`src/rtl/detection_collector.sv`:
```
// Detection collector: buffers passing classifier windows per frame in a
// first-word-fall-through FIFO and hands them to the OS side with valid/ready.
module detection_collector #(
  parameter int DATA_WIDTH_12 = 12,
  parameter int FIFO_DEPTH    = 16,
  parameter int COUNT_WIDTH   = 8
) (
  input  logic                     clk_os,
  input  logic                     reset_os,
  input  logic                     frame_start,
  input  logic                     frame_end,
  input  logic                     cand_valid,
  input  logic                     candidate,
  input  logic [DATA_WIDTH_12-1:0] scale_xcoord,
  input  logic [DATA_WIDTH_12-1:0] scale_ycoord,
  input  logic                     det_ready,
  output logic                     det_valid,
  output logic [DATA_WIDTH_12-1:0] det_xcoord,
  output logic [DATA_WIDTH_12-1:0] det_ycoord,
  output logic [COUNT_WIDTH-1:0]   det_count,
  output logic                     overflow,
  output logic                     busy,
  output logic                     frame_done
);

  localparam int PTR_W = $clog2(FIFO_DEPTH);
  localparam int OCC_W = $clog2(FIFO_DEPTH) + 1;
  localparam int ENT_W = 2 * DATA_WIDTH_12;
  localparam logic [OCC_W-1:0]       FULL_OCC  = OCC_W'(FIFO_DEPTH);
  localparam logic [COUNT_WIDTH-1:0] COUNT_MAX = '1;

  typedef enum logic [1:0] {
    S_IDLE,
    S_COLLECT,
    S_DRAIN,
    S_DONE
  } state_t;

  state_t r_state;
  state_t w_state_next;

  logic [ENT_W-1:0] r_mem [FIFO_DEPTH];
  logic [PTR_W-1:0] r_wr_ptr;
  logic [PTR_W-1:0] r_rd_ptr;
  logic [OCC_W-1:0] r_occ;
  logic [OCC_W-1:0] w_occ_next;
  logic [COUNT_WIDTH-1:0] r_det_count;
  logic             r_overflow;

  logic             w_cand;
  logic             w_empty;
  logic             w_full;
  logic             w_push_req;
  logic             w_push;
  logic             w_pop;
  logic             w_drop;
  logic [PTR_W-1:0] w_wr_addr;
  logic [ENT_W-1:0] w_head;

  assign w_cand  = cand_valid & candidate;
  assign w_empty = (r_occ == '0);
  assign w_full  = (r_occ == FULL_OCC);

  // A frame_start flushes the FIFO this cycle, so no handshake can retire an
  // entry and a coincident candidate always lands in the emptied buffer.
  assign w_pop      = ~w_empty & det_ready & ~frame_start;
  assign w_push_req = w_cand & (frame_start | (r_state == S_COLLECT));
  assign w_push     = frame_start ? w_cand : (w_push_req & (~w_full | w_pop));
  assign w_drop     = ~frame_start & w_push_req & w_full & ~w_pop;
  assign w_wr_addr  = frame_start ? '0 : r_wr_ptr;

  always_comb begin
    w_occ_next = r_occ;
    if (frame_start) begin
      w_occ_next = w_push ? OCC_W'(1) : '0;
    end else if (w_push && !w_pop) begin
      w_occ_next = r_occ + 1'b1;
    end else if (!w_push && w_pop) begin
      w_occ_next = r_occ - 1'b1;
    end
  end

  // DRAIN closes on the cycle that retires the last entry, so frame_done
  // follows the final pop by exactly one cycle.
  always_comb begin
    w_state_next = r_state;
    if (frame_start) begin
      w_state_next = S_COLLECT;
    end else begin
      case (r_state)
        S_IDLE:    w_state_next = S_IDLE;
        S_COLLECT: if (frame_end) w_state_next = S_DRAIN;
        S_DRAIN:   if (w_occ_next == '0) w_state_next = S_DONE;
        S_DONE:    w_state_next = S_IDLE;
        default:   w_state_next = S_IDLE;
      endcase
    end
  end

  always_ff @(posedge clk_os) begin
    if (!reset_os) begin
      r_state     <= S_IDLE;
      r_wr_ptr    <= '0;
      r_rd_ptr    <= '0;
      r_occ       <= '0;
      r_det_count <= '0;
      r_overflow  <= 1'b0;
    end else begin
      r_state <= w_state_next;
      r_occ   <= w_occ_next;
      if (frame_start) begin
        r_rd_ptr    <= '0;
        r_wr_ptr    <= w_push ? PTR_W'(1) : '0;
        r_det_count <= w_push ? COUNT_WIDTH'(1) : '0;
        r_overflow  <= 1'b0;
      end else begin
        if (w_push) r_wr_ptr <= r_wr_ptr + 1'b1;
        if (w_pop)  r_rd_ptr <= r_rd_ptr + 1'b1;
        if (w_push && (r_det_count != COUNT_MAX)) r_det_count <= r_det_count + 1'b1;
        if (w_drop) r_overflow <= 1'b1;
      end
    end
  end

  // Storage carries no reset; occupancy alone decides what is visible.
  always_ff @(posedge clk_os) begin
    if (w_push) r_mem[w_wr_addr] <= {scale_xcoord, scale_ycoord};
  end

  assign w_head     = r_mem[r_rd_ptr];
  assign det_valid  = ~w_empty;
  assign det_xcoord = w_empty ? '0 : w_head[ENT_W-1:DATA_WIDTH_12];
  assign det_ycoord = w_empty ? '0 : w_head[DATA_WIDTH_12-1:0];
  assign det_count  = r_det_count;
  assign overflow   = r_overflow;
  assign busy       = (r_state == S_COLLECT) || (r_state == S_DRAIN);
  assign frame_done = (r_state == S_DONE);

endmodule

```
`config.mk`:
```
export PLATFORM = sky130hd
export DESIGN_NAME = detection_collector
export DESIGN_NICKNAME = d
export VERILOG_FILES = /design/src/rtl/detection_collector.sv
export SDC_FILE = /design/constraint.sdc
export NUM_CORES = 1
export LEC_CHECK = 0
export BUFFER_PORTS_ARGS = -buffer_cell sky130_fd_sc_hd__buf_2
export CAP_MARGIN = 20
export CORE_MARGIN = 2
export CORE_UTILIZATION = 45
export CTS_BUF_LIST = sky130_fd_sc_hd__clkbuf_8
export DETAILED_ROUTE_END_ITERATION = 10
export GPL_TIMING_DRIVEN = 0
export MAX_ROUTING_LAYER = met4
export SYNTH_ARGS = -nofsm -noshare
export SYNTH_HDL_FRONTEND = slang
export SYNTH_SLANG_ARGS = --single-unit
export TNS_END_PERCENT = 1
```
`constraint.sdc`:
```
create_clock -name clk_os -period 9.4 [get_ports clk_os]
set_clock_uncertainty 0.1 [all_clocks]
set_input_delay 0 -clock clk_os [delete_from_list [all_inputs] [get_ports clk_os]]
set_output_delay 0 -clock clk_os [all_outputs]
set_load 0.1 [all_outputs]
```
# After elaboration in Yosys (flattened, before gate mapping)
# Memories as Yosys holds them, arrays and structs flattened. A register that Yosys moved wholly into a read port is not among the register bits.
# Cells that the tools add are included.
op_classes:
  add_sub_neg: 5
  n_eq_ne: 9
  mux: 22
  bitwise_logic: 15
  n_reduce_logical: 15
op_table:
  columns: ["cell", "n"]
  rows:
  - ["$mux W12", 2]
  - ["$mux W4", 5]
  - ["$mux W8", 2]
  - ["$mux W5", 3]
  - ["$logic_not A5 Y1", 2]
  - ["$add A4 B1 Y4 const B", 2]
  - ["$add A8 B1 Y8 const B", 1]
  - ["$and A1 B1 Y1", 8]
  - ["$ne A8 B8 Y1 const B", 1]
  - ["$mux W1", 7]
  - ["$ne A3 B3 Y1 const B", 2]
  - ["$pmux W2 S3", 1]
  - ["$add A5 B1 Y5 const B", 1]
  - ["$eq A5 B5 Y1 const B", 1]
  - ["$not A1 Y1", 5]
  - ["$sub A5 B1 Y5 const B", 1]
  - ["$eq A2 B2 Y1 const B", 2]
  - ["$mux W2", 2]
  - ["$ne A2 B2 Y1 const B", 2]
  - ["$reduce_and A2 Y1", 2]
  - ["$reduce_bool A2 Y1", 2]
  - ["$reduce_or A2 Y1", 2]
  - ["$logic_and A1 B1 Y1", 3]
  - ["$eq A2 B1 Y1 const B", 1]
  - ["4 further kinds", 6]
word_totals:
  regBits: 24
  ramBits: 384
  in_bits: 31
  elab_cells: 74
  n_memories: 1
memory_table:
  columns: ["name", "depth", "width", "rd", "rd_ports_with_merged_regs", "wr", "line_no", "source"]
  rows:
  - ["r_mem", 16, 24, 1, 1, 1, "42", "logic [ENT_W-1:0] r_mem [FIFO_DEPTH];"]

# Logic depth before layout (Yosys ltp)
depth:
  ltp_word: 16
  ltp_mapped: 10

# Worst setup path before layout
# No wires, ideal clock.
synth_timing:
  path_kind: "register -> register"
  from: "register r_occ[0]"
  to: "memory r_mem[7][0] in the netlist's numbering, enable pin"
  setup_time_ns: 0.435
  arrival_ns: 2.843
  slack_ns: 6.022
  stages_incl_launch_ff: 7
  period_less_slack_ns: 3.378
  path_cell_list: "dfxtp_1 -> inv_1 -> ha_1 -> or3b_4 -> or2_2 -> nand2_1 -> nor3_1"
synth_via:
  elab_chain_cells: 9
synth_rtl:
  columns: ["element", "line_no", "source"]
  rows:
  - ["start, declared", "45", "logic [OCC_W-1:0] r_occ;"]
  - ["start signal, assigned", "110", "r_occ <= w_occ_next;"]
  - ["$logic_not A5 Y1", "61", "assign w_empty = (r_occ == '0);"]
  - ["$not A1 Y1", "66", "assign w_pop = ~w_empty & det_ready & ~frame_start;"]
  - ["$and A1 B1 Y1 (2 in a row)", "66", null]
  - ["$or A1 B1 Y1 (*)", "68", "assign w_push = frame_start ? w_cand : (w_push_req & (~w_full | w_pop));"]
  - ["$and A1 B1 Y1 (*)", "68", null]
  - ["$mux W1 (*)", "68", null]
  - ["$mux W1 (*)", "127", "if (w_push) r_mem[w_wr_addr] <= {scale_xcoord, scale_ycoord};"]
  - ["$mux W1 (implied by the code) (*)", "127", null]
  - ["end, declared", "42", null]
# Mark *: on every way between the ends. The rest lies on a longest branch, timed or not.

==> results by group <==
Power and ir drop
  – PD cells: 195 mW/mm^2
  – Power share of the clock group: 0.411
  – Sequential share of power: 0.537
  – Logic gate share of total power: 0.052
  – Leakage: 6.23 nW
  – Internal Dissipation: 2.93 mW
  – VDD IR max: 0.0970 mV
  – Switching pwr: 0.821 mW
  – Switching share of power: 0.219

Synth
  – Yosys top cell by area: edfxtp_1
  – Cell area after synthesis: 0.0161 sq mm
  – Async set or reset register ratio after synthesis: 0
  – Yosys cell types: 52
  – Synth top cells by count: edfxtp_1, mux4_2, nor2_1, and2_1, dfxtp_1
  – Syn avg cell area: 21.5 sq um
  – Yosys reg bits: 412
  – Post-synth top flop: edfxtp_1
  – YS warnings: 0
  – Dominant cells by area after synthesis: edfxtp_1, mux4_2, dfxtp_1
  – Post-Syn Nets: 789
  – Top-area cell type share of the netlist area: 0.716
  – Post-synth EDFFs: 384
  – Gate Count Post-Synth: 748
  – Most common cell in the netlist: edfxtp_1
  – Seq/Total Area, Yosys: 0.751

GRT
  – Initial antenna violation count: 1
  – Vias in the first global route: 8,651
  – First-pass GRT wire length: 53,200 um
  – Tot GR Track Use: 0.207
  – Pin count of the biggest net entering global routing: 25
  – GRT overflow: 0

Floorplan
  – Initial core utilization: 0.455
  – Cell Rows: 69
  – Chip width: 193 um
  – Core area: 0.0354 sq mm
  – Die area: 0.0373 sq mm
  – Top Ports: 67
  – Die Span Y: 193 um

Clock tree
  – CTS Buf Count: 68
  – Root Buffer Master: clkbuf_8
  – PostCTS Resize Cnt: 0
  – Clk sink count: 412
  – H-tree depth: 3
  – Clk_lat worst skew: 0.59 ns
  – Clock-pin transition on the worst setup and hold timing paths: 0.06 ns
  – TritonCTS clock tree: built
  – Clock tree buffer depth: 3

Drt
  – DRC Markers: 0
  – Starting DRT DRC Count: 818
  – Via count: 8,203
  – 1st-pass router iterations: 5
  – Via density per instance: 5.63
  – Post-Route WL: 36,100 um
  – Detail Route Antenna Nets: 0
  – Post-DR wirelength/cell: 24.8 um

STA
  – RSZ-0062 raised after global routing: no
  – Least-Margin Pin Slew: 1.00 ns
  – Setup TNS: 0 ns
  – Period utilization: 0.420
  – Final setup viols: 0
  – Max frequency: 0.253 GHz
  – Hold violation count in the final report: 0
  – Fin crit period: 3.95 ns
  – Rel. slew slack: 0.332
  – Fin. max-slew vios: 0

Placed design
  – Final HPWL DP: 22,700 um
  – Port bufs: 65
  – Placed insts: 1,296
  – GP Congestion: 0.812

Finish
  – Synth-to-layout area growth: 19.6%
  – Fin cells: 1,457
  – Layout net count: 986
  – Layout cells sized above 1: 0.334
  – Multi-input gate area: 0.00396 sq mm
  – Seq. cell area: 0.0121 sq mm
  – Fill cells: 2,705

Critical path
  – Critical Path AT: 3.85 ns
  – CP startpoint kind: flop
  – Crit-path max FO: 10
  – CP required: 9.30 ns
  – Setup crit end kind: output port
  – Setup CP Type: flop to output port

Outcome
  – Status: completed

Min path
  – Worst Hold Class: input pin to flop

Job
  – Max-cap violations: 0
## power by group through the flow
stage / combinational [mW] / clock [mW] / sequential, mW
2_1_floorplan: 0.120 / 0 / 2.06
3_3_place_gp: 0.173 / 0 / 2.05
3_5_place_dp: 0.184 / 0 / 2.05
4_1_cts: 0.195 / 1.58 / 2.01
5_1_grt: 0.209 / 1.66 / 2.01
6_report: 0.196 / 1.54 / 2.01
## placed cells by master, fill, tap and decap left out, types with 3 or more instances in the layout
cell type	n
buf_16	4
a211oi_1	3
nor2_4	11
buf_8	8
nor3_2	4
buf_1	8
clkbuf_8	74
dfxtp_1	28
nor2_1	27
bufinv_16	5
nand2_1	13
ha_1	10
and3_1	4
clkinv_2	4
o22ai_1	3
xnor2_1	4
xor2_1	10
dlygate4sd3_1	32
mux4_2	120
nand4_1	4
buf_2	67
a21oi_1	3
buf_6	13
clkbuf_1	25
inv_1	30
edfxtp_1	384
buf_12	4
nand3_1	3
nand2b_1	4
nor2b_1	4
clkinv_1	8
and2_1	29
nand3b_1	3
## state kept, by name, indices dropped and copies added, names as in the netlist, named ones only
signal / count
r_occ: 5
overflow: 1
det_count: 8
r_mem: 384
r_wr_ptr: 4
r_rd_ptr: 4
r_state: 2
## kinds of logic (layout without fill, tap and decap cells)
kind of cell | Yosys count | in the layout | synth area share
XOR/XNOR | 14 | 14 | 0.00762
flip-flops | 412 | 412 | 0.751
adder cells (fa/ha/maj) | 10 | 10 | 0.00777
multiplexers | 125 | 125 | 0.171
AND/OR/NAND/NOR | 120 | 120 | 0.0403
buffers and inverters | 42 | 289 | 0.00995
AO/OA/AOI/OAI | 25 | 25 | 0.0119
other | 0 | 1 | 0
## layout make-up
class	instances	area share
Antenna cell	1	0.000130
Timing Repair Buffer	127	0.0575
Tap cell	461	0.0300
Multi-Input combinational cell	294	0.206
Inverter	7	0.00136
Sequential cell	412	0.628
Buffer	35	0.00695
Clock inverter	46	0.0172
Clock buffer	74	0.0529
## through the flow
stage	utilization	hold WS (ns)	setup WS, ns	power [mW]	cell area (sq um)
2_1_floorplan	-	-0.00113	6.02	2.18	16100
3_3_place_gp	0.480	0.180	3.74	2.23	17000
3_5_place_dp	0.494	0.187	5.87	2.24	17500
4_1_cts	0.541	0.128	5.24	3.79	19100
5_1_grt	0.544	0.158	5.29	3.88	19300
6_report	0.544	0.155	5.45	3.75	19300
## timing repair
action,CTS,global route
buffers inserted,0,0
hold buffers,32,0
hold endpoints to repair,399,0
## critical path: stages (launching register included)
cell and delay, ns:
dfxtp_1 0.32, clkbuf_1 0.26, clkbuf_1 0.53, clkbuf_1 0.74
mux4_2 0.43, mux4_2 0.52, and2_1 0.19, buf_2 0.29
## routing by layer
metal,vias to the layer above,GRT usage,share of wire
met5,-,-,0
met4,0,0.0624,0.020
met3,68,0.0414,0.062
met2,320,0.330,0.50
met1,4305,0.272,0.42
li1,3510,-,-
## worst paths after layout
| check | startpoint | endpoint | slack (ns) | depth (start not counted) |
|---|---|---|---|---|
| worst max-delay path | flop | det_xcoord[5] | 5.45 | 7 |
| worst min-delay path | reset_os | r_occ[1] | 0.15 | 3 |
| worst max register to register | r_state[1] | r_state[0] | 5.92 | 10 |
| worst min register to register | overflow | overflow | 0.38 | 2 |
(Power assumes the default switching activity.)
